`config.mk`:
```
export PLATFORM = sky130hd
export DESIGN_NAME = mem_stage_lsu
export DESIGN_NICKNAME = d
export VERILOG_FILES = /design/src/rtl/mem_stage_lsu_pkg.sv /design/src/rtl/lsu_load_align.sv /design/src/rtl/mem_stage_lsu.sv
export SDC_FILE = /design/constraint.sdc
export NUM_CORES = 1
export LEC_CHECK = 0
export ABC_AREA = 1
export CORE_MARGIN = 1
export CORE_UTILIZATION = 43
export DETAILED_ROUTE_END_ITERATION = 8
export PLACE_DENSITY = 0.79
export RECOVER_POWER = 50
export SLEW_MARGIN = 20
export SYNTH_ARGS = -nofsm -noshare
export SYNTH_HDL_FRONTEND = slang
export SYNTH_SLANG_ARGS = --single-unit
```
`constraint.sdc`:
```
create_clock -name clk -period 1.79 [get_ports clk]
set_clock_uncertainty 0.05 [all_clocks]
set_input_delay 0.358 -clock clk [delete_from_list [all_inputs] [get_ports clk]]
set_output_delay 0.358 -clock clk [all_outputs]
set_load 0.02 [all_outputs]
```
`src/rtl/mem_stage_lsu_pkg.sv`:
```
// Shared constants and helpers for the MEM-stage load/store unit:
// data width, reset value, size encodings, FSM state encodings and the
// byte-enable / misalignment helpers used by both the LSU and its aligner.
package mem_stage_lsu_pkg;

    localparam int          LENGTH         = 32;
    localparam logic [31:0] INITIAL_VAL_32 = 32'h0000_0000;

    // mem_size encodings; 2'b11 is illegal and handled as a word access
    localparam logic [1:0] MEM_BYTE = 2'b00;
    localparam logic [1:0] MEM_HALF = 2'b01;
    localparam logic [1:0] MEM_WORD = 2'b10;

    typedef enum logic [1:0] {
        LSU_IDLE   = 2'd0,
        LSU_ACCESS = 2'd1,
        LSU_DONE   = 2'd2
    } lsu_state_e;

    // Little-endian byte lanes touched by an access of the given size
    function automatic logic [3:0] lane_enables(input logic [1:0] size,
                                                input logic [1:0] lane);
        logic [3:0] be;
        case (size)
            MEM_BYTE: be = 4'b0001 << lane;
            MEM_HALF: be = 4'b0011 << {lane[1], 1'b0};
            default:  be = 4'b1111;
        endcase
        return be;
    endfunction

    // Bytes are never misaligned; halves need addr[0]=0; words need addr[1:0]=0
    function automatic logic is_misaligned(input logic [1:0] size,
                                           input logic [1:0] lane);
        logic mis;
        case (size)
            MEM_BYTE: mis = 1'b0;
            MEM_HALF: mis = lane[0];
            default:  mis = |lane;
        endcase
        return mis;
    endfunction

endpackage

```
`src/rtl/lsu_load_align.sv`:
```
// Combinational load aligner: selects the addressed byte/half/word from a
// bus read word and sign- or zero-extends it to DATA_W. Kept free of LSU
// state so an instruction-side path can reuse it.
module lsu_load_align
    import mem_stage_lsu_pkg::*;
#(
    parameter int DATA_W = LENGTH
) (
    input  logic [DATA_W-1:0] rdata,
    input  logic [1:0]        size,
    input  logic [1:0]        lane,
    input  logic              is_unsigned,
    output logic [DATA_W-1:0] data
);

    logic [7:0]  byte_sel;
    logic [15:0] half_sel;

    // Pick the lane and extend according to size and signedness
    always_comb begin
        byte_sel = rdata[{lane, 3'b000} +: 8];
        half_sel = lane[1] ? rdata[31:16] : rdata[15:0];
        case (size)
            MEM_BYTE: data = {{(DATA_W-8){byte_sel[7] & ~is_unsigned}}, byte_sel};
            MEM_HALF: data = {{(DATA_W-16){half_sel[15] & ~is_unsigned}}, half_sel};
            default:  data = rdata;
        endcase
    end

endmodule

```
`src/rtl/mem_stage_lsu.sv`:
```
// MEM-stage load/store unit. Issues one single-beat bus request per
// aligned access, stalls the pipeline while it is outstanding and then
// opens a one-cycle DONE window in which MEM/WB captures load_data.
// Optional build macro: LSU_TIMEOUT_EN (bus-ack timeout with bus_err pulse).
//
// Bus handshake: bus_req rises on the edge leaving IDLE and holds, with
// bus_we/addr/be/wdata stable, until the edge on which bus_ack is seen in
// ACCESS (bus_ack may already be high in the first ACCESS cycle). bus_ack
// is a one-cycle strobe qualifying bus_rdata; it is ignored outside ACCESS.
module mem_stage_lsu
    import mem_stage_lsu_pkg::*;
#(
    parameter int DATA_W         = LENGTH,
    parameter int TIMEOUT_CYCLES = 255
) (
    input  logic              clk,
    input  logic              rst,
    input  logic              mem_read,
    input  logic              mem_write,
    input  logic [1:0]        mem_size,
    input  logic              mem_unsigned,
    input  logic [DATA_W-1:0] addr,
    input  logic [DATA_W-1:0] store_data,
    output logic [DATA_W-1:0] load_data,
    output logic              stall,
    output logic              misalign,
    output logic              bus_req,
    output logic              bus_we,
    output logic [DATA_W-1:0] bus_addr,
    output logic [3:0]        bus_be,
    output logic [DATA_W-1:0] bus_wdata,
    input  logic              bus_ack,
    input  logic [DATA_W-1:0] bus_rdata,
    output logic              bus_err
);

    lsu_state_e        state_q, state_d;
    logic              acc;
    logic              misaligned;
    logic              timeout;
    logic [1:0]        size_q;
    logic [1:0]        lane_q;
    logic              uns_q;
    logic [DATA_W-1:0] aligned;
    logic [DATA_W-1:0] store_lanes;

    assign acc        = mem_read | mem_write;
    assign misaligned = is_misaligned(mem_size, addr[1:0]);

    // Replicate store data across every lane it may land in
    always_comb begin
        case (mem_size)
            MEM_BYTE: store_lanes = {4{store_data[7:0]}};
            MEM_HALF: store_lanes = {2{store_data[15:0]}};
            default:  store_lanes = store_data;
        endcase
    end

    // Size/lane/sign are captured at issue so extraction does not depend
    // on the frozen pipeline inputs staying put
    lsu_load_align #(.DATA_W(DATA_W)) u_align (
        .rdata       (bus_rdata),
        .size        (size_q),
        .lane        (lane_q),
        .is_unsigned (uns_q),
        .data        (aligned)
    );

`ifdef LSU_TIMEOUT_EN
    localparam int CNT_W = ($clog2(TIMEOUT_CYCLES + 1) < 8) ? 8 : $clog2(TIMEOUT_CYCLES + 1);
    localparam logic [CNT_W-1:0] CNT_LAST = CNT_W'(TIMEOUT_CYCLES - 1);

    logic [CNT_W-1:0] cnt_q;
    logic             err_q;

    // Fires on the edge that would complete TIMEOUT_CYCLES waiting cycles;
    // a simultaneous ack takes priority
    assign timeout = (state_q == LSU_ACCESS) && !bus_ack && (cnt_q == CNT_LAST);

    // ACCESS-cycle counter, zero whenever not waiting on the bus
    always_ff @(posedge clk) begin
        if (rst || state_q != LSU_ACCESS) begin
            cnt_q <= '0;
        end else begin
            cnt_q <= cnt_q + 1'b1;
        end
    end

    // One-cycle error pulse on timeout
    always_ff @(posedge clk) begin
        if (rst) begin
            err_q <= 1'b0;
        end else begin
            err_q <= timeout;
        end
    end

    assign bus_err = err_q;
`else
    logic unused_timeout_cfg;

    assign timeout            = 1'b0;
    assign bus_err            = 1'b0;
    assign unused_timeout_cfg = (TIMEOUT_CYCLES == 0);
`endif

    // FSM state register
    always_ff @(posedge clk) begin
        if (rst) begin
            state_q <= LSU_IDLE;
        end else begin
            state_q <= state_d;
        end
    end

    // FSM next-state logic
    always_comb begin
        state_d = state_q;
        case (state_q)
            LSU_IDLE:   if (acc && !misaligned) state_d = LSU_ACCESS;
            LSU_ACCESS: if (bus_ack || timeout) state_d = LSU_DONE;
            LSU_DONE:   state_d = LSU_IDLE;
            default:    state_d = LSU_IDLE;
        endcase
    end

    // FSM outputs: stall covers the request cycle and every waiting cycle
    always_comb begin
        stall    = 1'b0;
        misalign = 1'b0;
        case (state_q)
            LSU_IDLE: begin
                misalign = acc & misaligned;
                stall    = acc & ~misaligned;
            end
            LSU_ACCESS: stall = 1'b1;
            default: ;
        endcase
    end

    // Registered bus outputs and load result
    always_ff @(posedge clk) begin
        if (rst) begin
            load_data <= INITIAL_VAL_32;
            bus_req   <= 1'b0;
            bus_we    <= 1'b0;
            bus_addr  <= '0;
            bus_be    <= 4'b0000;
            bus_wdata <= '0;
            size_q    <= MEM_BYTE;
            lane_q    <= 2'b00;
            uns_q     <= 1'b0;
        end else begin
            case (state_q)
                LSU_IDLE: begin
                    if (acc && misaligned) begin
                        load_data <= '0;
                    end else if (acc) begin
                        bus_req   <= 1'b1;
                        bus_we    <= mem_write;
                        bus_addr  <= {addr[DATA_W-1:2], 2'b00};
                        bus_be    <= lane_enables(mem_size, addr[1:0]);
                        bus_wdata <= mem_write ? store_lanes : '0;
                        size_q    <= mem_size;
                        lane_q    <= addr[1:0];
                        uns_q     <= mem_unsigned;
                    end
                end
                LSU_ACCESS: begin
                    if (bus_ack) begin
                        bus_req   <= 1'b0;
                        load_data <= bus_we ? '0 : aligned;
                    end else if (timeout) begin
                        bus_req   <= 1'b0;
                        load_data <= '0;
                    end
                end
                default: ;
            endcase
        end
    end

endmodule

```
==> results.sh <==
export IMPL_outcome="finished, final reports clean"
export IMPL_area_growth_pct=52.15
export IMPL_seqPwrFrac_pct=43.2
export IMPL_r2r_start="state_q[1]$_SDFFE_PP0P_"
export IMPL_final_cell_mix="nand2_1, clkdlybuf4s50_1, nor2_1"
export IMPL_post_drt_wl_per_cell_um=14.42
export IMPL_multiInputGateArea_um2=2351
export IMPL_num_io_pins=209
export IMPL_ys_seq_area_share_pct=44.11
export IMPL_cts_buffers=9
export IMPL_r2r_cells=9
export IMPL_min_from="rst"
export IMPL_min_path_type="primary input to register"
export IMPL_n_fill_cell=981
export IMPL_min_period_ns=1.740
export IMPL_insertion_delay_ns=0.34
export IMPL_max_vdd_ir_drop_mv=0.5918
export IMPL_syn_area_per_cell_um2=6.898
export IMPL_dr_pass1_iters=7
export IMPL_drt_iter0_drc=372
export IMPL_root_buffer="clkbuf_16"
export IMPL_swShare_pct=30.02
export IMPL_fp_coreArea_um2=10940
export IMPL_final_common_cell="nand2_1"
export IMPL_grt_setup_unrepaired="no"
export IMPL_ctsLongestPathBuffers=2
export IMPL_ys_ff_latch=107
export IMPL_fin_setup_tns_ns=0
export IMPL_grt_pass1_wl_mm=23.79
export IMPL_pwr_density_cell_nw_per_um2=823.5
export IMPL_setup_worst_path_class="primary input to output port"
export IMPL_setup_violations=0
export IMPL_ant_nets=0
export IMPL_cp_end_kind="output port"
export IMPL_nets=1016
export IMPL_floorplan_initialDensity_pct=44.41
export IMPL_die_x_um=108.3
export IMPL_grt_max_degree=58
export IMPL_antenna_found_initial=2
export IMPL_drv_cap=0
export IMPL_drive_gt1_share_pct=9.279
export IMPL_worstPathMaxFanout=3
export IMPL_stdcell_count=1058
export IMPL_chipHeight_um=108.3
export IMPL_hold_viol=0
export IMPL_viasPerCell=5.052
export IMPL_maxSlewViolCount=0
export IMPL_grt_pass1_vias=4998
export IMPL_routed_wl_mm=15.25
export IMPL_min_path_cells=4
export IMPL_yosysWarnings=0
export IMPL_rows=38
export IMPL_grt_total_usage_pct=25.87
export IMPL_max_clock_freq_ghz=0.5749
export IMPL_drc=0
export IMPL_synth_cells=704
export IMPL_portBuffers=205
export IMPL_synth_cell_types=30
export IMPL_clk_pin_slew_worst_paths_ns=0.07
export IMPL_r2r_end="bus_wdata[9]$_SDFFE_PP0P_"
export IMPL_p_switching_mw=1.827
export IMPL_regArea_um2=2142
export IMPL_p_int_mw=4.258
export IMPL_min_to="lane_q[0]$_SDFFE_PP0P_"
export IMPL_power_leakage_nw=2.964
export IMPL_cts_htree_levels=3
export IMPL_clkPwrFrac_pct=30.0
export IMPL_post_cts_buffers=0
export IMPL_critPathArrivalTime_ns=1.33
export IMPL_cts_tree="yes"
export IMPL_post_dp_hpwl_mm=11.33
export IMPL_cts_sink_count=107
export IMPL_gp_congestion=0.8562
export IMPL_fin_crit_sh_pct=97.18
export IMPL_vias=5345
export IMPL_r2r_slack_ns=0.15
export IMPL_synth_area_um2=4856
export IMPL_cts_hold_buffers=0
export IMPL_start_kind="primary input"
export IMPL_gr_total_overflow=0
export IMPL_cp_required_ns=1.38
export IMPL_placed_cells=1041
export IMPL_pwr_share_comb_pct=26.8
export IMPL_dieArea_um2=11720
[cell families after synthesis]
family	count (synthesis)	synth area share, %
other cells	1	0.07723
buf+inv	77	7.215
compound gates	146	17.03
simple gates	373	31.56
flops	107	44.11
[power by group through the flow]
stage	Sequential [mW]	Combinational (mW)	Clock (mW)
6_report	2.63	1.63	1.82
5_1_grt	2.65	1.77	1.96
4_1_cts	2.63	1.66	1.87
3_5_place_dp	2.68	1.65	0
3_3_place_gp	2.67	1.63	0
2_1_floorplan	2.85	0.712	0
[what timing repair did]
item                                    4_1_cts  5_1_grt
pin swaps                                     1        0
endpoints found under the setup margin       35       58
gates resized for setup                      11        3
endpoints found under the hold margin         0        0
[per-stage QoR]
stage	worst slack [ns]	utilization, %	cell area, um2	hold WS (ns)	power (mW)
after global placement	-0.3708	65.53	7166	0.3974	4.304
after floorplan	0.2377	-	4863	0.4361	3.562
after detailed placement	-0.4144	65.53	7166	0.4053	4.332
after global routing	0.002277	67.56	7388	0.3470	6.379
after CTS	0.007306	67.94	7430	0.3110	6.155
final	0.05048	67.56	7388	0.3277	6.084
[registers in the layout, indices dropped and copies added, names as in the netlist]
register	flops
load_data	32
bus_we	1
bus_req	1
bus_addr	30
bus_wdata	32
size_q	2
state_q	2
bus_be	4
lane_q	2
uns_q	1
[cell usage after synthesis]
library cell / number / share of area [%]
buf_4: 8 / 1.2
inv_2: 7 / 0.54
nand3_2: 1 / 0.21
buf_2: 15 / 1.5
nand4_1: 1 / 0.13
nand2_1: 209 / 16
nand2_4: 2 / 0.46
o221ai_1: 2 / 0.36
o21a_1: 3 / 0.46
a21oi_4: 1 / 0.34
clkbuf_1: 20 / 1.5
nor2_8: 1 / 0.41
nand3_1: 17 / 1.8
nand2_2: 14 / 1.8
nor2_4: 2 / 0.46
inv_1: 25 / 1.9
dfxtp_1: 107 / 44
o211ai_1: 9 / 1.4
o21ai_0: 40 / 4.1
clkinv_2: 1 / 0.10
conb_1: 1 / 0.077
or2_2: 2 / 0.26
nor2_1: 122 / 9.4
buf_8: 1 / 0.31
nand3_4: 1 / 0.36
a21oi_1: 69 / 7.1
o21ai_1: 6 / 0.62
o22ai_1: 5 / 0.64
a21oi_2: 11 / 2.0
nor2_2: 1 / 0.13
[routing by layer]
layer | wire (um) | track usage [%]
met4 | 591 | 12.16
met1 | 6250 | 30.79
met5 | 0 | 0
met2 | 7095 | 42.86
met3 | 1315 | 7.474
[critical path, stage by stage]
cell             delay [ns]
clkdlybuf4s50_1        0.49
inv_2                  0.05
nand2_2                0.09
nand2_1                0.07
nand2_2                0.07
nand2_1                0.05
buf_2                  0.15
[how the worst max path moves through the flow]
stage / cells after the start / endpoint / from / slack [ns]
global placement: 6 / misalign / mem_write / -0.37
finish: 7 / stall / mem_size[0] / 0.05
detailed placement: 9 / bus_addr[21]$_SDFFE_PP0P_ / mem_size[1] / -0.41
global route: 9 / bus_wdata[9]$_SDFFE_PP0P_ / mem_write / 0.002
CTS: 1 / bus_we / bus_we$_SDFFE_PP0P_ / 0.007
floorplan: 7 / stall / addr[0] / 0.24
[area by class of cell]
cell class,instances,share of cell area [%]
Antenna cell,2,0.06774
Clock buffer,11,3.285
Timing Repair Buffer,239,31.41
Tap cell,140,2.371
Clock inverter,4,0.3556
Multi-Input combinational cell,522,31.82
Sequential cell,107,28.99
Inverter,33,1.693
Note: power is estimated with default switching activity, not from simulation.
